===== config.mk =====
export PLATFORM = sky130hd
export DESIGN_NAME = mc_decoder_flat
export DESIGN_NICKNAME = d
export VERILOG_FILES = /design/src/rtl/mc_decoder_if.sv /design/src/rtl/mc_decoder.sv /design/src/flat_wrapper.sv
export SDC_FILE = /design/constraint.sdc
export NUM_CORES = 1
export LEC_CHECK = 0
export ABC_AREA = 1
export CAP_MARGIN = 20
export CORE_ASPECT_RATIO = 1.2
export CORE_MARGIN = 8
export CORE_UTILIZATION = 36
export CTS_CLUSTER_DIAMETER = 30
export DETAILED_ROUTE_END_ITERATION = 6
export PLACE_DENSITY = 0.72
export SYNTH_ARGS = -nofsm -noshare
export SYNTH_HDL_FRONTEND = slang
export SYNTH_SLANG_ARGS = --single-unit

===== constraint.sdc =====
create_clock -name clk -period 1.2 [get_ports clk]
set_input_delay 0.24 -clock clk [delete_from_list [all_inputs] [get_ports clk]]
set_output_delay 0.24 -clock clk [all_outputs]
set_load 0.02 [all_outputs]

===== src/rtl/mc_decoder_if.sv =====
// Instruction-field inputs and datapath control outputs of the multicycle decoder.
// The slave modport is the decoder; the master modport is the instruction register/datapath side.
interface mc_decoder_if #(
  parameter int ALUCTRL_W = 3
);
  logic [3:0]           Cond;
  logic [1:0]           Op;
  logic [5:0]           Funct;
  logic [3:0]           Rd;
  logic [3:0]           ALUFlags;
  logic                 PCWrite;
  logic                 MemWrite;
  logic                 RegWrite;
  logic                 IRWrite;
  logic                 AdrSrc;
  logic [1:0]           ResultSrc;
  logic [1:0]           ALUSrcA;
  logic [1:0]           ALUSrcB;
  logic [1:0]           ImmSrc;
  logic [1:0]           RegSrc;
  logic [ALUCTRL_W-1:0] ALUControl;
  logic [3:0]           Flags;
  logic                 Illegal;
  logic [3:0]           State;

  modport slave (
    input  Cond, Op, Funct, Rd, ALUFlags,
    output PCWrite, MemWrite, RegWrite, IRWrite, AdrSrc, ResultSrc, ALUSrcA, ALUSrcB,
    output ImmSrc, RegSrc, ALUControl, Flags, Illegal, State
  );

  modport master (
    output Cond, Op, Funct, Rd, ALUFlags,
    input  PCWrite, MemWrite, RegWrite, IRWrite, AdrSrc, ResultSrc, ALUSrcA, ALUSrcB,
    input  ImmSrc, RegSrc, ALUControl, Flags, Illegal, State
  );
endinterface


===== src/rtl/mc_decoder.sv =====
// Multicycle Moore control unit: sequences fetch/decode/execute/memory/writeback,
// holds the NZCV flags and the latched condition result, and reports illegal opcodes.
module mc_decoder #(
  parameter int ALUCTRL_W = 3,
  parameter bit COND_EN   = 1'b1
) (
  input  logic         clk,
  input  logic         reset,
  mc_decoder_if.slave  bus
);

  typedef enum logic [3:0] {
    S_FETCH   = 4'd0,
    S_DECODE  = 4'd1,
    S_MEMADR  = 4'd2,
    S_MEMRD   = 4'd3,
    S_MEMWB   = 4'd4,
    S_MEMWR   = 4'd5,
    S_EXECR   = 4'd6,
    S_EXECI   = 4'd7,
    S_ALUWB   = 4'd8,
    S_BRANCH  = 4'd9,
    S_ILLEGAL = 4'd10
  } state_t;

  localparam bit EXT_OPS = (ALUCTRL_W > 2);

  state_t     state_q, state_d;
  logic [3:0] flags_q, flags_d;
  logic       condex_q, condex_d;

  logic       dp_legal, dp_nowrite, dp_cv;
  logic [2:0] dp_alu;
  logic       pcw, memw, regw, irw, adr, ill;
  logic [1:0] rsrc, srca, srcb, imm_src, reg_src;
  logic [ALUCTRL_W-1:0] aluctl;

  function automatic logic cond_ex(input logic [3:0] c, input logic [3:0] f);
    logic n, z, cy, v;
    {n, z, cy, v} = f;
    case (c)
      4'b0000: cond_ex = z;
      4'b0001: cond_ex = ~z;
      4'b0010: cond_ex = cy;
      4'b0011: cond_ex = ~cy;
      4'b0100: cond_ex = n;
      4'b0101: cond_ex = ~n;
      4'b0110: cond_ex = v;
      4'b0111: cond_ex = ~v;
      4'b1000: cond_ex = cy & ~z;
      4'b1001: cond_ex = ~cy | z;
      4'b1010: cond_ex = (n == v);
      4'b1011: cond_ex = (n != v);
      4'b1100: cond_ex = ~z & (n == v);
      4'b1101: cond_ex = z | (n != v);
      4'b1110: cond_ex = 1'b1;
      default: cond_ex = 1'b0;
    endcase
  endfunction

  // Data-processing op table; dp_cv marks the arithmetic ops that own C and V.
  always_comb begin
    dp_legal   = 1'b0;
    dp_nowrite = 1'b0;
    dp_cv      = 1'b0;
    dp_alu     = 3'b000;
    case (bus.Funct[4:1])
      4'b0100: begin dp_legal = 1'b1; dp_alu = 3'b000; dp_cv = 1'b1; end
      4'b0010: begin dp_legal = 1'b1; dp_alu = 3'b001; dp_cv = 1'b1; end
      4'b0000: begin dp_legal = 1'b1; dp_alu = 3'b010; end
      4'b1100: begin dp_legal = 1'b1; dp_alu = 3'b011; end
      4'b0001: begin dp_legal = EXT_OPS; dp_alu = 3'b100; end
      4'b1101: begin dp_legal = EXT_OPS; dp_alu = 3'b101; end
      4'b1010: begin
        dp_legal = EXT_OPS & bus.Funct[0]; dp_alu = 3'b001; dp_nowrite = 1'b1; dp_cv = 1'b1;
      end
      4'b1000: begin
        dp_legal = EXT_OPS & bus.Funct[0]; dp_alu = 3'b010; dp_nowrite = 1'b1;
      end
      default: ;
    endcase
  end

  always_comb begin
    imm_src = 2'b00;
    reg_src = 2'b00;
    case (bus.Op)
      2'b01: begin imm_src = 2'b01; reg_src = bus.Funct[0] ? 2'b00 : 2'b10; end
      2'b10: begin imm_src = 2'b10; reg_src = 2'b01; end
      default: ;
    endcase
  end

  always_ff @(posedge clk or posedge reset) begin
    if (reset) begin
      state_q  <= S_FETCH;
      flags_q  <= 4'b0000;
      condex_q <= 1'b1;
    end else begin
      state_q  <= state_d;
      flags_q  <= flags_d;
      condex_q <= condex_d;
    end
  end

  always_comb begin
    state_d  = state_q;
    flags_d  = flags_q;
    condex_d = condex_q;
    pcw = 1'b0; memw = 1'b0; regw = 1'b0; irw = 1'b0; adr = 1'b0; ill = 1'b0;
    rsrc = 2'b00; srca = 2'b00; srcb = 2'b00;
    aluctl = '0;
    case (state_q)
      S_FETCH: begin
        irw = 1'b1; pcw = 1'b1; srca = 2'b01; srcb = 2'b10; rsrc = 2'b10;
        state_d = S_DECODE;
      end
      S_DECODE: begin
        srca = 2'b01; srcb = 2'b10; rsrc = 2'b10;
        condex_d = COND_EN ? cond_ex(bus.Cond, flags_q) : 1'b1;
        case (bus.Op)
          2'b01:   state_d = S_MEMADR;
          2'b00:   state_d = !dp_legal ? S_ILLEGAL : (bus.Funct[5] ? S_EXECI : S_EXECR);
          2'b10:   state_d = S_BRANCH;
          default: state_d = S_ILLEGAL;
        endcase
      end
      S_MEMADR: begin
        srcb = 2'b01;
        state_d = bus.Funct[0] ? S_MEMRD : S_MEMWR;
      end
      S_MEMRD: begin
        adr = 1'b1;
        state_d = S_MEMWB;
      end
      S_MEMWB: begin
        rsrc = 2'b01;
        regw = condex_q;
        pcw  = condex_q & (bus.Rd == 4'hF);
        state_d = S_FETCH;
      end
      S_MEMWR: begin
        adr  = 1'b1;
        memw = condex_q;
        state_d = S_FETCH;
      end
      S_EXECR, S_EXECI: begin
        srcb   = (state_q == S_EXECI) ? 2'b01 : 2'b00;
        aluctl = ALUCTRL_W'(dp_alu);
        // Flags are captured on the edge that leaves EXEC, only for S-suffixed, condition-passed ops.
        if (condex_q && bus.Funct[0]) begin
          flags_d[3:2] = bus.ALUFlags[3:2];
          if (dp_cv) flags_d[1:0] = bus.ALUFlags[1:0];
        end
        state_d = S_ALUWB;
      end
      S_ALUWB: begin
        regw = condex_q & ~dp_nowrite;
        pcw  = condex_q & ~dp_nowrite & (bus.Rd == 4'hF);
        state_d = S_FETCH;
      end
      S_BRANCH: begin
        srca = 2'b10; srcb = 2'b01; rsrc = 2'b10;
        pcw  = condex_q;
        state_d = S_FETCH;
      end
      S_ILLEGAL: begin
        ill = 1'b1;
        state_d = S_FETCH;
      end
      default: state_d = S_FETCH;
    endcase
  end

  // Reset gates every write strobe combinationally so nothing fires while it is held.
  assign bus.PCWrite    = pcw  & ~reset;
  assign bus.MemWrite   = memw & ~reset;
  assign bus.RegWrite   = regw & ~reset;
  assign bus.IRWrite    = irw  & ~reset;
  assign bus.Illegal    = ill  & ~reset;
  assign bus.AdrSrc     = adr;
  assign bus.ResultSrc  = rsrc;
  assign bus.ALUSrcA    = srca;
  assign bus.ALUSrcB    = srcb;
  assign bus.ImmSrc     = imm_src;
  assign bus.RegSrc     = reg_src;
  assign bus.ALUControl = aluctl;
  assign bus.Flags      = flags_q;
  assign bus.State      = state_q;

endmodule


===== src/flat_wrapper.sv =====
// flat-port wrapper written by rule: the top's interface ports become plain ports
module mc_decoder_flat 
#(
  parameter int ALUCTRL_W = 3,
  parameter bit COND_EN   = 1'b1
)
  (clk, reset, bus_Cond, bus_Op, bus_Funct, bus_Rd, bus_ALUFlags, bus_PCWrite, bus_MemWrite, bus_RegWrite, bus_IRWrite, bus_AdrSrc, bus_ResultSrc, bus_ALUSrcA, bus_ALUSrcB, bus_ImmSrc, bus_RegSrc, bus_ALUControl, bus_Flags, bus_Illegal, bus_State);
  mc_decoder_if #(.ALUCTRL_W(ALUCTRL_W)) bus_i ();
  input  logic clk;
  input  logic reset;
  input wire logic [$bits(bus_i.Cond)-1:0] bus_Cond;
  input wire logic [$bits(bus_i.Op)-1:0] bus_Op;
  input wire logic [$bits(bus_i.Funct)-1:0] bus_Funct;
  input wire logic [$bits(bus_i.Rd)-1:0] bus_Rd;
  input wire logic [$bits(bus_i.ALUFlags)-1:0] bus_ALUFlags;
  output wire logic [$bits(bus_i.PCWrite)-1:0] bus_PCWrite;
  output wire logic [$bits(bus_i.MemWrite)-1:0] bus_MemWrite;
  output wire logic [$bits(bus_i.RegWrite)-1:0] bus_RegWrite;
  output wire logic [$bits(bus_i.IRWrite)-1:0] bus_IRWrite;
  output wire logic [$bits(bus_i.AdrSrc)-1:0] bus_AdrSrc;
  output wire logic [$bits(bus_i.ResultSrc)-1:0] bus_ResultSrc;
  output wire logic [$bits(bus_i.ALUSrcA)-1:0] bus_ALUSrcA;
  output wire logic [$bits(bus_i.ALUSrcB)-1:0] bus_ALUSrcB;
  output wire logic [$bits(bus_i.ImmSrc)-1:0] bus_ImmSrc;
  output wire logic [$bits(bus_i.RegSrc)-1:0] bus_RegSrc;
  output wire logic [$bits(bus_i.ALUControl)-1:0] bus_ALUControl;
  output wire logic [$bits(bus_i.Flags)-1:0] bus_Flags;
  output wire logic [$bits(bus_i.Illegal)-1:0] bus_Illegal;
  output wire logic [$bits(bus_i.State)-1:0] bus_State;
  assign bus_i.Cond = bus_Cond;
  assign bus_i.Op = bus_Op;
  assign bus_i.Funct = bus_Funct;
  assign bus_i.Rd = bus_Rd;
  assign bus_i.ALUFlags = bus_ALUFlags;
  assign bus_PCWrite = bus_i.PCWrite;
  assign bus_MemWrite = bus_i.MemWrite;
  assign bus_RegWrite = bus_i.RegWrite;
  assign bus_IRWrite = bus_i.IRWrite;
  assign bus_AdrSrc = bus_i.AdrSrc;
  assign bus_ResultSrc = bus_i.ResultSrc;
  assign bus_ALUSrcA = bus_i.ALUSrcA;
  assign bus_ALUSrcB = bus_i.ALUSrcB;
  assign bus_ImmSrc = bus_i.ImmSrc;
  assign bus_RegSrc = bus_i.RegSrc;
  assign bus_ALUControl = bus_i.ALUControl;
  assign bus_Flags = bus_i.Flags;
  assign bus_Illegal = bus_i.Illegal;
  assign bus_State = bus_i.State;
  mc_decoder #(.ALUCTRL_W(ALUCTRL_W), .COND_EN(COND_EN)) u_core (.clk(clk), .reset(reset), .bus(bus_i));
endmodule

==> results.md, run 1 <==
- Asr flop ratio synth: between 90% and 100%
- TritonCTS clock tree: built
- IO Pins: 49
- Initial antenna violation count: 0
- P per Cell Area: 2148 nW/um2
- Non-Filler Instances: slightly above 300
- CTS max path bufs: 2
- Post-Syn Area: just under 1000 um2
- WP data required: roughly 0.96 ns
- 1st-iter DRT viols: approximately 240
- Most frequent cells in the layout: 46 x buf_4, 35 x nand2_1, 35 x buf_6
- GPL Wtd Cong: between 0.9 and 1
- Max-slew headroom: 77.23%
- Clock power share: under 10%
- Finish-stage setup viols: 30
- Synth-to-Final Area Change: 142.8%
- Worst-path clk slew: 0.09 ns
- Int Pwr: ~0.0025 W
- Switching part of the total power: 49.59%
- Predominant post-synthesis flop cell: dfrtp_1
- RSZ-0062 raised after global routing: yes
- MaxCap Viol Count: 0
- CP max stage delay: ~0.46 ns
- Final period utilization: 155.8%
- Area contributors post-synth: dfrtp_1 21%, nand2_1 17%, nand3_1 11%
- Ant. Diodes: 0
- DPL Wire Length: around 3.2 mm
- Layout cells sized above 1: approximately 58%
- Arrival time worst endpoint: 1.63 ns
- Failing checks: design-rule violations, negative setup slack
- Combinational share of power: 83.2%
- Final Hold Violating Endpoints: 0
- Cell area after layout: 2351 um2
- Setup WS post-layout: -0.6696 ns
- Fin nets: 300
- Initial Utilization: 37.94%
- Flops & latches, synth: 9
- H-tree levels: 1
- Die area: 4612 um2
- Critical path buffer and inverter count: 3
- Switch Pwr: ~0.0025 W
- Slowest-stage cell, CP: dfrtp_2
- Overall Global Routing Usage: about a fifth
- Fin crit period: 1.870 ns
- Mean post-synth cell area: approximately 6.1 um2
- Vias in the first global route: about 1,600
- Global-route wire length before repair: ~7.5 mm
- Worst slew pin tran: between 0.3 and 0.4 ns
- Outcome: complete, but fails checks
- Sequential area share after synthesis: 23.39%
- Reg2reg setup slack: -0.46 ns
- Setup crit end kind: output port
- Final WL: 6.610 mm
- Buffers on Ports: 48
- Pin count of the biggest net entering global routing: 10
- Max frequency: ~530 MHz
- Skew final: 0.01620 ns
- CP Launch Type: flip-flop
- CP dominant cell by count: nor2_4
- Ys Warns: 0
- Via density: about 5.7
- CTS buffer count: 3
- WL/cell: roughly 22 um
- Commonest non-fill, non-tap cell in the layout: buf_4
- Yosys top cell area share: between 20% and 30%
- Total core area: between 2000 and 3000 um2
- CP Class: reg2out
- LEAKAGE: approximately 1.1 nW
- Residual DRC count: 2
- Sequential power share: between 10% and 20%
- Die Y: between 70 and 80 um
- CP top delay family: flip-flops
- Post-synth EDFFs: 0
- Min-delay worst type: in2reg
- Routed vias: 1,740
- Synth unique cells: 25
- CP Cell Sequence: buf_6, nor2_4, inv_2, nor2_4, nand2_2, o311ai_2, buf_4
- Max-slew violation total from the final report: 0
- Synth Instances: ~160
- Clock sink total: 9
- Rows: 20
- Routed Antenna Nets: 0
- Pre-Repair DR Iteration Count: 7
- Dpl cell area: around 1900 um2
- Clock Latency Late Sink: 0.29 ns
- Chip width: 63.35 um
- Worst-path maximum fanout: 3
- Syn nets: 186
- Clk root buf: clkbuf_4
- Total congestion overflow: 0
- Core Util, Final: roughly 90%
- Largest area contributor in the netlist: dfrtp_1
- Placed Instances: approximately 290
- Peak VDD IR: between 0.001 and 0.0015 V
-- cells by family after synthesis --
kind of cell / synth area share, %
fa+ha+maj: 6.460
flops: 23.39
simple gates: 45.35
compound gates: 12.40
buf+inv: 12.40
-- tightest hold or removal path, delay by kind of cell --
family                 cells  cell delay (ns)
AOI/OAI and AO/OA          2             0.11
buffers and inverters      2             0.21
and+or+nand+nor            1             0.07
-- power groups by stage --
stage / clock network (W) / registers (W) / logic, W
2_1_floorplan: 0 / 0.000675 / 0.00109
3_3_place_gp: 0 / 0.000530 / 0.00260
3_5_place_dp: 0 / 0.000533 / 0.00266
4_1_cts: 0.000243 / 0.000546 / 0.00318
5_1_grt: 0.000286 / 0.000567 / 0.00433
6_report: 0.000284 / 0.000567 / 0.00420
-- final cells by class --
class	instances	area [um2]
flip-flops and latches	9	231.5
clock buffers	4	26.28
repair buffers	110	1016
multi-input cells	119	915.9
inverters	30	120.1
fillers	95	201.4
well taps	33	41.29
-- metal layers --
metal  vias to the layer above  track usage (%)  routed length (um)
li1                        731                -                   -
met1                       779            21.74                2286
met2                       179            36.12                3166
met3                        51            3.379                 694
met4                         0            10.17                 462
met5                         -                0                   0
-- path summary, 6_finish.rpt --
kind	from	endpoint	depth (start not counted)
setup / recovery	u_core.bus.State[2]	bus_ALUSrcB[0]	7
hold / removal	bus_Op[1]	u_core.bus.State[0]	5
setup reg to reg	u_core.bus.State[2]	u_core.bus.State[3]	10
hold reg to reg	u_core.condex_q	u_core.condex_q	3
max in group asynchronous	reset	u_core.condex_q	3
min in group asynchronous	reset	u_core.bus.State[3]	3
-- flip-flops by register name, summed over array words and instances (netlist names) --
name              flops
u_core.condex_q       1
u_core.bus.Flags      4
u_core.bus.State      4
-- timing repair --
item / CTS / global route
hold buffers: 0 / 0
pin swaps: 13 / 12
gates resized for setup: 178 / 53
setup buffers: 12 / 9
endpoints found under the setup margin: 36 / 33
-- metrics by stage --
| step | worst slack (ns) | setup TNS [ns] | power [W] | hold slack (ns) |
|---|---|---|---|---|
| 2_1_floorplan | -0.3554 | -2.030 | 0.001762 | 0.07502 |
| 3_3_place_gp | -0.8620 | -16.96 | 0.003128 | 0.5937 |
| 3_5_place_dp | -0.8896 | -17.90 | 0.003192 | 0.6047 |
| 4_1_cts | -0.5393 | -9.334 | 0.003967 | 0.3874 |
| 5_1_grt | -0.7329 | -12.45 | 0.005180 | 0.3593 |
| 6_report | -0.6696 | -11.87 | 0.005050 | 0.3656 |
-- Yosys cell counts, types with 2 or more instances --
master and n:
inv_2 5, nor2_4 3, a21oi_1 6, ha_1 5, nand2_2 2, inv_1 25, nand2_1 43, nor2_1 18
dfrtp_1 8, nor3_1 2, o21ai_0 5, nor4_1 2, nor2_2 3, nand3_1 21
(Power assumes the default switching activity.)
==> inputs of run 2 (changes only) <==
CORE_MARGIN = 2   (was 8)
==> results.md, run 2 (synthesis gave the netlist of run 1 again) <==
- Total core area: between 2000 and 3000 um2
- GPL Wtd Cong: 0.9060
- Vias in the first global route: between 1,000 and 1,500
- Via density: 5.188
- Total congestion overflow: 0
- Int Pwr: 0.002147 W
- DPL Wire Length: 2.933 mm
- WHS Endpoint: u_core.bus.State[3]
- Fin nets: between 200 and 300
- H-tree levels: 1
- Worst slew pin tran: between 0.2 and 0.3 ns
- Ant. Diodes: 0
- Fin crit period: 1.786 ns
- Reg2reg setup slack: -0.33 ns
- RSZ-0062 raised after global routing: yes
- Most frequent cells in the layout: 49 x buf_4, 35 x nand2_1, 25 x buf_6
- Final WL: 4.680 mm
- 1st-iter DRT viols: 64
- Initial antenna violation count: 0
- Max frequency: about 560 MHz
- Final Hold Violating Endpoints: 0
- Routed vias: roughly 1,500
- Sequential power share: a little over an eighth
- Rows: 20
- Hold buffer count at cts: 0
- Commonest non-fill, non-tap cell in the layout: buf_4
- Combinational share of power: around four fifths
- Clock power share: under 10%
- Overall Global Routing Usage: 26.13%
- Clk root buf: clkbuf_4
- Core Util, Final: just under 90%
- CP Launch Type: flip-flop
- LEAKAGE: between 1 and 1.5 nW
- Max-slew violation total from the final report: 0
- Hold Crit Depth: 5
- MaxCap Viol Count: 0
- Worst r2r dst: u_core.bus.Flags[0]
- WL/cell: around 16 um
- Setup WS post-layout: -0.5855 ns
- Clock sink total: 9
- Clock Latency Late Sink: approximately 0.27 ns
- CTS buffer count: 3
- Pre-Repair DR Iteration Count: 4
- Die Y: 60.82 um
- Hold WS: around 0.38 ns
- WP data required: 0.96 ns
- Outcome: complete, but fails checks
- Chip width: roughly 51 um
- Hold path start: bus_Op[1]
- Failing checks: negative setup slack
- IO Pins: 49
- Residual DRC count: 0
- Skew final: roughly 0.006 ns
- TritonCTS clock tree: built
- Layout cells sized above 1: between 50% and 60%
- CTS max path bufs: 2
- Buffers on Ports: 48
- Switch Pwr: 0.002045 W
- Die area: 3123 um2
- CP Class: reg2out
- Final period utilization: 148.8%
- Max-slew headroom: 81.03%
- Arrival time worst endpoint: approximately 1.6 ns
- Setup crit end kind: output port
- RR Startpoint: u_core.bus.State[3]
- Worst-path maximum fanout: 4
- Min-delay worst type: in2reg
- Pin count of the biggest net entering global routing: 10
- Initial Utilization: between 30% and 40%
- Worst-path clk slew: around 0.06 ns
- Switching part of the total power: between 40% and 50%
- Finish-stage setup viols: 27
- P per Cell Area: between 1500 and 2000 nW/um2
- Global-route wire length before repair: approximately 6 mm
- R2R cell count: 10
- Peak VDD IR: ~0.0014 V
- Routed Antenna Nets: 0
- Synth-to-Final Area Change: 130.7%
-- run 2: cell types whose count changed in the layout (fill, tap and decap cells not counted), moves of 2 or more --
cell             previous run  this run
buf_6                      35        25
dlymetal6s2s_1              0         7
nor2_2                      3         7
buf_2                       4         6
o21ai_1                     2         4
a21oi_2                     0         2
clkdlybuf4s50_1            18        11
nor2_1                      9         7
nor2_4                     12        10
buf_4                      46        49
-- run 2: worst max path at each step --
stage / startpoint / to / slack [ns] / cells past startpoint
floorplan: u_core.bus.State[1] / bus_PCWrite / -0.36 / 7
global placement: bus_Funct[3] / bus_PCWrite / -0.86 / 8
detailed placement: bus_Funct[3] / bus_PCWrite / -0.88 / 8
CTS: u_core.bus.State[1] / bus_PCWrite / -0.53 / 8
global route: u_core.bus.State[0] / bus_ALUSrcB[0] / -0.66 / 7
finish: u_core.bus.State[0] / bus_PCWrite / -0.59 / 8
-- run 2: critical path, stage by stage (launching register included) --
cell and delay (ns):
dfrtp_2 0.39, inv_2 0.06, buf_4 0.16, nor2_2 0.14, nand3_2 0.10, o21ai_2 0.07, nand3_2 0.10, a21oi_4 0.13
buf_6 0.13
-- run 2: area by class of cell --
type                       instances  area [um2]
clock buffer                       4       26.28
fill                             129       317.8
inverter                          30       122.6
multi-input combinational        119       890.9
sequential                         9       230.2
tap                               33       41.29
timing repair buffer             103       923.4
-- run 2: per-stage QoR --
stage	power (W)	instance area, um2	cells	worst slack [ns]	setup TNS (ns)
final	0.004192	2235	298	-0.5855	-9.511
after global placement	0.003049	1897	284	-0.8574	-16.51
after detailed placement	0.003109	1897	284	-0.8772	-17.46
after floorplan	0.001762	1045	159	-0.3554	-2.030
after global routing	0.004364	2235	298	-0.6630	-10.72
after CTS	0.003488	2009	291	-0.5330	-8.614
-- run 2: power groups by stage --
| stage | sequential (W) | combinational, W | clock, W |
|---|---|---|---|
| global placement | 0.000533 | 0.00252 | 0 |
| finish | 0.000572 | 0.00337 | 0.000249 |
| floorplan | 0.000675 | 0.00109 | 0 |
| detailed placement | 0.000541 | 0.00257 | 0 |
| CTS | 0.000545 | 0.00269 | 0.000249 |
| global route | 0.000580 | 0.00353 | 0.000255 |
-- run 2: what timing repair did --
item | CTS | global route
setup buffers | 3 | 8
endpoints found under the hold margin | 0 | 0
gates resized for setup | 161 | 57
pin swaps | 7 | 6
cloned | 0 | 0
endpoints found under the setup margin | 36 | 31
-- run 2: metal layers --
layer  share of wire (%)  vias to the layer above  global-route usage, %
li1                    -                      721                      -
met3                 4.8                       23                  1.970
met4                 4.1                        0                  17.29
met5                   0                        -                      0
met1                  38                      728                  30.21
met2                  53                       74                  46.57
